### config.mk
export PLATFORM = sky130hd
export DESIGN_NAME = wm_cycle_sequencer
export DESIGN_NICKNAME = d
export VERILOG_FILES = /design/src/rtl/wm_cycle_sequencer_pkg.sv /design/src/rtl/wm_phase_watchdog.sv /design/src/rtl/wm_cycle_sequencer.sv
export SDC_FILE = /design/constraint.sdc
export NUM_CORES = 1
export LEC_CHECK = 0
export BUFFER_PORTS_ARGS = -buffer_cell sky130_fd_sc_hd__buf_4
export CORE_UTILIZATION = 46
export DETAILED_ROUTE_END_ITERATION = 16
export SLEW_MARGIN = 20
export SYNTH_ARGS = -nofsm -noshare
export SYNTH_HDL_FRONTEND = slang
export SYNTH_HIERARCHICAL = 1
export SYNTH_SLANG_ARGS = --single-unit
### constraint.sdc
create_clock -name clock -period 5 [get_ports clock]
set_input_delay 0.25 -clock clock [delete_from_list [all_inputs] [get_ports clock]]
set_output_delay 0.25 -clock clock [all_outputs]
set_load 0.005 [all_outputs]
### src/rtl/wm_cycle_sequencer_pkg.sv
`default_nettype none
// ============================================================================
// Module   : wm_cycle_sequencer_pkg
// Purpose  : Phase encoding shared by the wash-cycle sequencer and the Timer,
//            plus small phase-classification helpers.
// Revision : 1.0  initial release
// ============================================================================
package wm_cycle_sequencer_pkg;

  typedef enum logic [2:0] {
    PH_IDLE  = 3'd0,
    PH_FILL  = 3'd1,
    PH_HEAT  = 3'd2,
    PH_WASH  = 3'd3,
    PH_DRAIN = 3'd4,
    PH_SPIN  = 3'd5,
    PH_DONE  = 3'd6,
    PH_FAULT = 3'd7
  } phase_e;

  localparam int unsigned RINSE_CNT_W = 3;

  // FILL..SPIN: a cycle is in progress, door locked, watchdog armed.
  function automatic logic is_running(input phase_e p);
    return (p >= PH_FILL) && (p <= PH_SPIN);
  endfunction

  // DRAIN keeps pumping with the door open; only the other running phases pause.
  function automatic logic is_pausable(input phase_e p);
    return is_running(p) && (p != PH_DRAIN);
  endfunction

endpackage
`default_nettype wire

### src/rtl/wm_phase_watchdog.sv
`default_nettype none
// ============================================================================
// Module   : wm_phase_watchdog
// Purpose  : Saturating per-phase cycle counter; flags a phase that has run
//            WD_CYCLES enabled cycles. WD_CYCLES = 0 disables it.
// Revision : 1.0  initial release
// ============================================================================
module wm_phase_watchdog #(
  parameter int unsigned WD_CYCLES = 1000,
  parameter int unsigned WD_W      = 16
) (
  input  logic clock,
  input  logic reset,
  input  logic clear,
  input  logic enable,
  output logic expired
);

  localparam logic [WD_W-1:0] C_LAST = WD_W'(WD_CYCLES - 1);
  localparam logic [WD_W-1:0] C_MAX  = '1;

  logic [WD_W-1:0] cnt_q;
  logic [WD_W-1:0] cnt_d;

  always_comb begin
    cnt_d = cnt_q;
    if (clear) begin
      cnt_d = '0;
    end else if (enable && (cnt_q != C_MAX)) begin
      cnt_d = cnt_q + 1'b1;
    end
  end

  always_ff @(posedge clock or posedge reset) begin
    if (reset) begin
      cnt_q <= '0;
    end else begin
      cnt_q <= cnt_d;
    end
  end

  // The current enabled cycle is the WD_CYCLES-th one, so the trip lands on this edge.
  assign expired = (WD_CYCLES != 0) && enable && (cnt_q >= C_LAST);

endmodule
`default_nettype wire

### src/rtl/wm_cycle_sequencer.sv
`default_nettype none
// ============================================================================
// Module   : wm_cycle_sequencer
// Purpose  : Wash-cycle FSM: drives the phase code to the Timer, actuator
//            enables, rinse passes, door pause, abort and watchdog fault.
// Revision : 1.0  initial release
// ============================================================================
module wm_cycle_sequencer
  import wm_cycle_sequencer_pkg::*;
#(
  parameter int unsigned RINSES    = 2,
  parameter int unsigned WD_CYCLES = 1000,
  parameter int unsigned WD_W      = 16
) (
  input  logic       clock,
  input  logic       reset,
  input  logic       start,
  input  logic       abort,
  input  logic       door_closed,
  input  logic       sig_Full,
  input  logic       sig_Temperature,
  input  logic       sig_Completed,
  output logic [2:0] state,
  output logic       water_valve,
  output logic       heater,
  output logic       motor,
  output logic       motor_fast,
  output logic       drain_pump,
  output logic       door_lock,
  output logic       busy,
  output logic       done,
  output logic       fault
);

  localparam logic [RINSE_CNT_W-1:0] C_RINSES = RINSE_CNT_W'(RINSES);

  phase_e                 state_q, state_d;
  logic [RINSE_CNT_W-1:0] rinse_q, rinse_d;
  logic                   main_q, main_d;
  logic                   aborted_q, aborted_d;

  logic valve_q, valve_d;
  logic heater_q, heater_d;
  logic motor_q, motor_d;
  logic fast_q, fast_d;
  logic pump_q, pump_d;
  logic lock_q, lock_d;
  logic busy_q, busy_d;
  logic done_q, done_d;
  logic fault_q, fault_d;

  logic w_running;
  logic w_pause;
  logic w_full;
  logic w_temp;
  logic w_compl;
  logic w_wd_expired;
  logic w_hold_next;

  assign w_running = is_running(state_q);
  assign w_pause   = is_pausable(state_q) && !door_closed;
  assign w_full    = sig_Full        && !w_pause;
  assign w_temp    = sig_Temperature && !w_pause;
  assign w_compl   = sig_Completed   && !w_pause;

  wm_phase_watchdog #(
    .WD_CYCLES (WD_CYCLES),
    .WD_W      (WD_W)
  ) u_watchdog (
    .clock   (clock),
    .reset   (reset),
    .clear   (state_d != state_q),
    .enable  (w_running && !w_pause),
    .expired (w_wd_expired)
  );

  // Next-state: phase flags first, then abort and watchdog override in priority order.
  always_comb begin
    state_d   = state_q;
    rinse_d   = rinse_q;
    main_d    = main_q;
    aborted_d = aborted_q;

    case (state_q)
      PH_IDLE: begin
        if (start && door_closed) begin
          state_d   = PH_FILL;
          rinse_d   = '0;
          main_d    = 1'b1;
          aborted_d = 1'b0;
        end
      end
      PH_FILL: begin
        if (w_full) begin
          state_d = main_q ? PH_HEAT : PH_WASH;
        end
      end
      PH_HEAT: begin
        if (w_temp) begin
          state_d = PH_WASH;
        end
      end
      PH_WASH: begin
        if (w_compl) begin
          state_d = PH_DRAIN;
        end
      end
      PH_DRAIN: begin
        if (w_compl) begin
          if (aborted_q) begin
            state_d = PH_IDLE;
          end else if (rinse_q < C_RINSES) begin
            state_d = PH_FILL;
            main_d  = 1'b0;
            rinse_d = rinse_q + 1'b1;
          end else begin
            state_d = PH_SPIN;
          end
        end
      end
      PH_SPIN: begin
        if (w_compl) begin
          state_d = PH_DONE;
        end
      end
      PH_DONE: begin
        if (start || !door_closed) begin
          state_d = PH_IDLE;
        end
      end
      PH_FAULT: begin
        state_d = PH_FAULT;
      end
      default: begin
        state_d = PH_IDLE;
      end
    endcase

    if (w_running && abort) begin
      state_d   = PH_DRAIN;
      rinse_d   = C_RINSES;
      aborted_d = 1'b1;
    end

    if (w_wd_expired) begin
      state_d = PH_FAULT;
    end
  end

  // Outputs are registered from the phase being entered, so they line up with `state`.
  assign w_hold_next = is_pausable(state_d) && !door_closed;

  always_comb begin
    valve_d  = (state_d == PH_FILL) && !w_hold_next;
    heater_d = (state_d == PH_HEAT) && !w_hold_next;
    motor_d  = ((state_d == PH_WASH) || (state_d == PH_SPIN)) && !w_hold_next;
    fast_d   = (state_d == PH_SPIN) && !w_hold_next;
    pump_d   = (state_d == PH_DRAIN) || (state_d == PH_SPIN) || (state_d == PH_FAULT);
    lock_d   = is_running(state_d);
    busy_d   = is_running(state_d);
    done_d   = (state_d == PH_DONE);
    fault_d  = (state_d == PH_FAULT);
  end

  always_ff @(posedge clock or posedge reset) begin
    if (reset) begin
      state_q   <= PH_IDLE;
      rinse_q   <= '0;
      main_q    <= 1'b0;
      aborted_q <= 1'b0;
      valve_q   <= 1'b0;
      heater_q  <= 1'b0;
      motor_q   <= 1'b0;
      fast_q    <= 1'b0;
      pump_q    <= 1'b0;
      lock_q    <= 1'b0;
      busy_q    <= 1'b0;
      done_q    <= 1'b0;
      fault_q   <= 1'b0;
    end else begin
      state_q   <= state_d;
      rinse_q   <= rinse_d;
      main_q    <= main_d;
      aborted_q <= aborted_d;
      valve_q   <= valve_d;
      heater_q  <= heater_d;
      motor_q   <= motor_d;
      fast_q    <= fast_d;
      pump_q    <= pump_d;
      lock_q    <= lock_d;
      busy_q    <= busy_d;
      done_q    <= done_d;
      fault_q   <= fault_d;
    end
  end

  assign state       = state_q;
  assign water_valve = valve_q;
  assign heater      = heater_q;
  assign motor       = motor_q;
  assign motor_fast  = fast_q;
  assign drain_pump  = pump_q;
  assign door_lock   = lock_q;
  assign busy        = busy_q;
  assign done        = done_q;
  assign fault       = fault_q;

endmodule
`default_nettype wire

==> metrics list, run 1 <==
* Horiz. Die Dim: 68.99 µm
- The total area inside the core boundary comes to 0.004144 mm².
* Cell area after synthesis: 0.002064 mm²
- Non-filler cells, final: 289
- Summing over every cut layer, the via total after detailed routing is 1,735.
- STA classifies the critical path startpoint as a flip-flop.
- Crit Path Max Fanout: 23
- Overflow left after global routing: 0
* Maximum clock path buffer count: 2
- The number of hold buffers added after CTS was 0.
- The flow ran to the end, and the final reports show no timing, DRC or antenna violations.
- Pin placement for this block handled 20 I/O pins.
* Post-placement cell count: 281
- Setup repair after global routing missed its margin: no
* Share of synthesized registers carrying an async set or reset: 100.0%
- The die covers 0.004760 mm².
* Reg clk slew, reported paths: 70 ps
* GRT Resource Usage Total: 21.95%
* Worst endpoint data arrival time: 4090 ps
* Area share of the largest cell type after synthesis: 38.79%
- Prevailing post-synth register cell: sky130_fd_sc_hd__dfrtp_1
- The synthesized design contains 32 register bits.
- Synth Instances: 223
- DPL Wire Length: 3214 µm
* Layout cell share with drive strength beyond 1: 18.83%
- Unique masters post-synth: 66
- Summed over all failing endpoints, the final setup total negative slack is 0 ps.
* Most frequent cell after synthesis: sky130_fd_sc_hd__dfrtp_1
* Headroom to the max-slew limit: 39.94%
* Final number of hold-violating endpoints: 0
- # fillers: 385
- Initial Util: 49.82%
- Total power of the final layout: 0.001033 W
- Worst-case vdd ir drop: 0.2488 mV
- Area of all placed cells without fillers: 0.002308 mm²
* Crit Path Class: reg -> reg
- Setup violations remaining at the end of the flow were counted as 0.
- Entering global routing, the biggest net connects 24 pins.
- Via density per instance: 6.003
- Post-synthesis sequential area ratio: 38.79%
* Count of nets left with antenna violations after detail routing: 0
- First-pass GRT wire length: 7707 µm
* Area of all sequential standard cells: 800.8 µm²
* Cell area reported after detailed placement: 0.002197 mm²
- Remaining design rule violation count: 0
* Total number of H-tree levels: 2
- In this run the tool buffered the top-level ports with 19 buffer cells.
- Max-slew violation total from the final report: 0
* Clock tree from TritonCTS: done
- The worst path uses 78.57% of the clock period.
- Clock tree root driver cell: sky130_fd_sc_hd__clkbuf_8
* CP endpoint kind: flip-flop
* Final GP Congestion: 0.8235
- Number of enable-type register cells in the synthesized netlist: 0
- The initial antenna violation count is 0.
- Type of the most critical hold path: in -> async
- The biggest area contributor in the post-synthesis netlist is sky130_fd_sc_hd__dfrtp_1.
* Number of iterations in the first detailed-routing pass: 4
* Most area-consuming cells after synthesis: sky130_fd_sc_hd__dfrtp_1 (39%), sky130_fd_sc_hd__nor2_1 (3.6%), sky130_fd_sc_hd__nor3_1 (2.7%)
* Top post-synthesis cells by count: sky130_fd_sc_hd__dfrtp_1 (32), sky130_fd_sc_hd__nor2_1 (20), sky130_fd_sc_hd__nand2_1 (13)
- After clock tree synthesis, the setup repair step added 0 buffers.
- Data on the critical path is required at its endpoint by 5160 ps.
- Post-route minimum period: 3929 ps
* Vias in the first global route: 1,682
- Area of the multi-input gates: 0.001146 mm²
- Count of max-cap constraint violations: 0
- The die is 68.99 µm tall.
* Number of clock sinks seen by CTS: 32
* Mean post-synth cell area: 9.258 µm²
- Area added between synthesis and finish: 11.82%
* Total clock buffers created by CTS: 5
- 0 antenna diodes ended up in the layout.
- The Yosys step of the flow raised 6 warnings.
- The first routing iteration left 174 violations.
* Setup skew after layout: 2.823 ps
- Row count: 23
- PostCTS Resize Cnt: 0
* Net count of the mapped netlist: 233
- Routed Wire Length: 4514 µm
- LEAKAGE: 0.9997 nW
- Power spread over the standard cell area amounts to 447.3 mW/mm².
* Worst-margin pin slew: 898.2 ps
- Based on the critical path, the design can be clocked at up to 254.5 MHz.
* Per-cell routed wire length: 15.62 µm
* Flop2flop setup slack: 1070 ps
* Final net count: 248
- Insertion delay of the later-clocked pin in the worst-skew pair: 280 ps
-- path summary, 6_finish.rpt --
| check | start | end | cells after the start |
|---|---|---|---|
| worst max-delay path | state[1] | u_watchdog/cnt_q[4] | 10 |
| worst min-delay path | reset | u_watchdog/cnt_q[0] | 2 |
| worst max register to register | state[1] | u_watchdog/cnt_q[4] | 10 |
| worst min register to register | main_q | main_q | 1 |
| max in group asynchronous | reset | heater | 2 |
| min in group clock | door_closed | heater | 3 |
-- sequential cells by signal (all words and copies together) (netlist names) --
register	count
done	1
busy	1
main_q	1
motor_fast	1
state	3
rinse_q	3
water_valve	1
drain_pump	1
aborted_q	1
u_watchdog/cnt_q	16
fault	1
motor	1
heater	1
-- cell usage in the layout (no fill, tap or decap), types with 2 or more instances in the layout --
master and n:
sky130_fd_sc_hd__buf_4 19, sky130_fd_sc_hd__o31ai_1 3, sky130_fd_sc_hd__a21bo_1 2, sky130_fd_sc_hd__a32oi_1 2
sky130_fd_sc_hd__clkbuf_8 5, sky130_fd_sc_hd__o21ai_0 6, sky130_fd_sc_hd__or2_2 2, sky130_fd_sc_hd__a21o_1 2
sky130_fd_sc_hd__a21boi_0 2, sky130_fd_sc_hd__o22ai_1 2, sky130_fd_sc_hd__nand2b_1 3, sky130_fd_sc_hd__nor3_2 3
sky130_fd_sc_hd__mux2_1 4, sky130_fd_sc_hd__a21oi_1 7, sky130_fd_sc_hd__mux2i_1 3, sky130_fd_sc_hd__xor2_1 2
sky130_fd_sc_hd__nor3_1 11, sky130_fd_sc_hd__dfrtp_1 32, sky130_fd_sc_hd__nor4_2 2, sky130_fd_sc_hd__nand2_1 13
sky130_fd_sc_hd__a32o_1 2, sky130_fd_sc_hd__ha_1 2, sky130_fd_sc_hd__inv_2 2, sky130_fd_sc_hd__nand3_1 10
sky130_fd_sc_hd__a31oi_1 4, sky130_fd_sc_hd__o41ai_1 2, sky130_fd_sc_hd__nand3b_1 2, sky130_fd_sc_hd__inv_1 10
sky130_fd_sc_hd__nor2_1 20, sky130_fd_sc_hd__nand4_1 4, sky130_fd_sc_hd__nor2b_1 8, sky130_fd_sc_hd__or4_1 4
sky130_fd_sc_hd__or3_1 2, sky130_fd_sc_hd__nor4_1 6, sky130_fd_sc_hd__o21ai_1 5
-- logic make-up after synthesis --
logic type / synth area share, %
xor gates and xnor gates: 1.273
and+or+nand+nor: 29.21
muxes: 4.182
adders and majority gates: 1.212
buffers and inverters: 5.697
DFF: 38.79
AOI/OAI and AO/OA: 19.64
-- stage by stage --
stage	hold slack [ps]	utilization, %	worst slack [ps]
global placement	358.4	53.02	1308
detailed placement	387.7	53.02	1130
CTS	79.01	55.71	1113
floorplan	163.7	-	2226
finish	61.59	55.71	1071
global route	111.5	55.71	610.6
-- worst max-delay path, cell delays in order, from the launching register on --
cell	delay (ps)
sky130_fd_sc_hd__dfrtp_1	770
sky130_fd_sc_hd__nor2_1	200
sky130_fd_sc_hd__nor2b_1	150
sky130_fd_sc_hd__o221a_2	260
sky130_fd_sc_hd__inv_1	90
sky130_fd_sc_hd__nor2_1	310
sky130_fd_sc_hd__inv_1	250
sky130_fd_sc_hd__o2111a_1	210
sky130_fd_sc_hd__nor4_2	250
sky130_fd_sc_hd__nand4_1	740
sky130_fd_sc_hd__o41ai_1	570
-- layout make-up --
cell class,count,area share [%]
multi-input combinational,168,49.65
sequential,32,34.69
timing repair buffer,19,6.179
clock buffer,5,2.981
tap,50,2.710
inverter,12,1.951
clock inverter,3,1.843
-- metal layers --
layer | part of all wire [%] | GRT usage (%)
met5 | 0 | 0
met4 | 1.5 | 9.694
met2 | 51 | 36.77
met3 | 3.5 | 4.276
met1 | 44 | 27.09
-- power breakdown --
part	total (W)	internal, W	switching (W)
combinational	0.000417	0.000173	0.000244
clock	0.000245	0.000147	0.0000975
sequential	0.000371	0.000302	0.0000691
total	0.00103	0.000622	0.000410
(Power assumes the default switching activity.)
==> run 2: changes to the inputs <==
PLACE_DENSITY = 0.67   (was not set)
clock period = 3.6 ns   (was 5 ns; I/O delays follow)
==> metrics list, run 2 (synthesis gave the netlist of run 1 again) <==
- Met3 layer usage reported by global route: 3.454%
- Horiz. Die Dim: 68.99 µm
- Clock tree synthesis selected as its root buffer the cell sky130_fd_sc_hd__clkbuf_8.
* Count of nets left with antenna violations after detail routing: 0
* Fin crit share: 87.36%
- Highest-count cells in the layout ignoring fill and taps: sky130_fd_sc_hd__dfrtp_1 (32), sky130_fd_sc_hd__buf_4 (22), sky130_fd_sc_hd__nor2_1 (20)
* Worst hold slack: 210.2 ps
* Area added between synthesis and finish: 11.94%
* Initial Util: 49.82%
* Count of max-cap constraint violations: 0
- Worst endpoint data arrival time: 3320 ps
- Row count: 23
- Number of setup buffers added after CTS: 0
- Startpoint types: flip-flop
* Total die area: 0.004760 mm²
* Routed Wire Length: 4341 µm
* Max reg flops: 16
- The run finished with clean final reports.
- For the final database, setup skew stands at 8.251 ps.
* Count of buffers inserted at the top-level ports: 19
- Data required, critical path: 3780 ps
- Setup repair after global routing left no endpoint under its margin.
* Overflow left after global routing: 0
* Met1 track demand over resource: 31.31%
- At the end of routability-driven placement, the weighted congestion stood at 0.8481.
* PostCTS Resize Cnt: 0
- Largest net degree at the start of global routing: 23
- Number of iterations in the first detailed-routing pass: 4
- Insertion delay of the later-clocked pin in the worst-skew pair: 280 ps
- The initial antenna violation count was 0.
- DPL Wire Length: 3049 µm
* Maximum clock path buffer count: 2
- Final-layout setup total negative slack: 0 ps
* Io pins: 20
- GRT Resource Usage Total: 21.46%
- Number of clock sinks seen by CTS: 32
- Via density per instance: 6.031
- The first routing iteration left 84 violations.
* Final number of hold-violating endpoints: 0
* Total power of the final layout: 0.001372 W
- In this run the power density over the cells is 593.6 mW/mm².
- Fill cells in the final layout number 385.
* Clock tree from TritonCTS: done
* Area of all sequential standard cells: 800.8 µm²
- Area of the core: 0.004144 mm²
- For this run, global-route usage on met2 was measured as 31.31%.
* Setup Viol. Count Final: 0
- The detailed router placed 1,761 vias in this run.
- In this run the vertical extent of the chip is 68.99 µm.
* LEAKAGE: 1.005 nW
- At the pin with the least slew margin, the transition time is 724.0 ps.
* Post-route minimum period: 3145 ps
* Most common cell after layout, fill and taps aside: sky130_fd_sc_hd__dfrtp_1
- u_watchdog/cnt_q holds more flip-flops than any other register.
* Crit Path Class: reg -> reg
* Reg clk slew, reported paths: 70 ps
- Remaining design rule violation count: 0
- The via count of the first global-routing pass was 1,610.
- Dividing the detail-routed wire length by the instance count gives 14.87 µm.
- Most heavily used metal layer in global routing: met2
- For this run, the post-layout net count is 252.
- Measured against its own limit, the worst slew margin works out to 51.57%.
* Area of the multi-input gates: 0.001146 mm²
- Highest clock rate: 318.0 MHz
- CTS built an H-tree with a depth of 2.
- The number of antenna diodes in the final layout is 0.
- The max-slew violation count was 0.
- CP endpoint kind: flip-flop
- The first global-routing pass estimated 7514 µm of wire.
- Crit Path Max Fanout: 22
- The min-delay analysis places its worst path in the category in -> reg.
- Of the cells placed in the final design, the portion with a size suffix greater than 1 is 19.42%.
- TritonCTS created 5 clock buffers.
- Across the VDD grid, the largest voltage drop is 0.3961 mV.
-- run 2: worst paths after layout --
path	slack, ps	depth (start not counted)	endpoint	start
worst max-delay path	450	11	u_watchdog/cnt_q[4]	state[0]
worst min-delay path	210	3	heater	door_closed
worst max register to register	450	11	u_watchdog/cnt_q[4]	state[0]
worst min register to register	500	1	main_q	main_q
max in group asynchronous	2650	3	rinse_q[1]	reset
min in group asynchronous	540	3	u_watchdog/cnt_q[3]	reset
-- run 2: where the power goes --
group	switching, W	internal (W)	leakage [nW]
logic	0.000356	0.000258	0.544
clock network	0.000129	0.000131	0.0400
registers	0.0000781	0.000420	0.421
total	0.000563	0.000809	1.00
-- run 2: layer usage --
metal  share of wire, %  up-vias
li1                   -      871
met1                 51      843
met2                 44       39
met3                3.8        8
met4                1.6        0
met5                  0        -
-- run 2: metrics by stage --
stage,cells,setup slack (ps),area [µm²],util [%]
after floorplan,223,826.2,2064,-
after global placement,284,641.1,2220,53.56
after detailed placement,284,557.9,2220,53.56
after CTS,292,528.5,2311,55.77
after global routing,292,25.76,2311,55.77
final,292,455.0,2311,55.77
-- run 2: layout make-up --
type | count | area share, %
clock buffer | 5 | 2.978
clock inverter | 2 | 0.5414
inverter | 12 | 1.949
multi-input combinational | 168 | 49.59
sequential | 32 | 34.65
tap | 50 | 2.707
timing repair buffer | 23 | 7.580
-- run 2: worst max-delay path: stages, from the launching register on --
cell	delay (ps)
sky130_fd_sc_hd__dfrtp_1	640
sky130_fd_sc_hd__nor2_1	160
sky130_fd_sc_hd__nor2b_1	150
sky130_fd_sc_hd__o221a_2	270
sky130_fd_sc_hd__inv_1	90
sky130_fd_sc_hd__nor2_1	310
sky130_fd_sc_hd__inv_1	260
sky130_fd_sc_hd__o2111a_1	210
sky130_fd_sc_hd__nor4_2	260
sky130_fd_sc_hd__nand4_1	110
sky130_fd_sc_hd__buf_4	220
sky130_fd_sc_hd__o41ai_1	350
-- run 2: repair_timing --
action / CTS / global route
endpoints found under the hold margin: 20 / 0
setup endpoints to repair: 0 / 0
hold buffers: 1 / 0
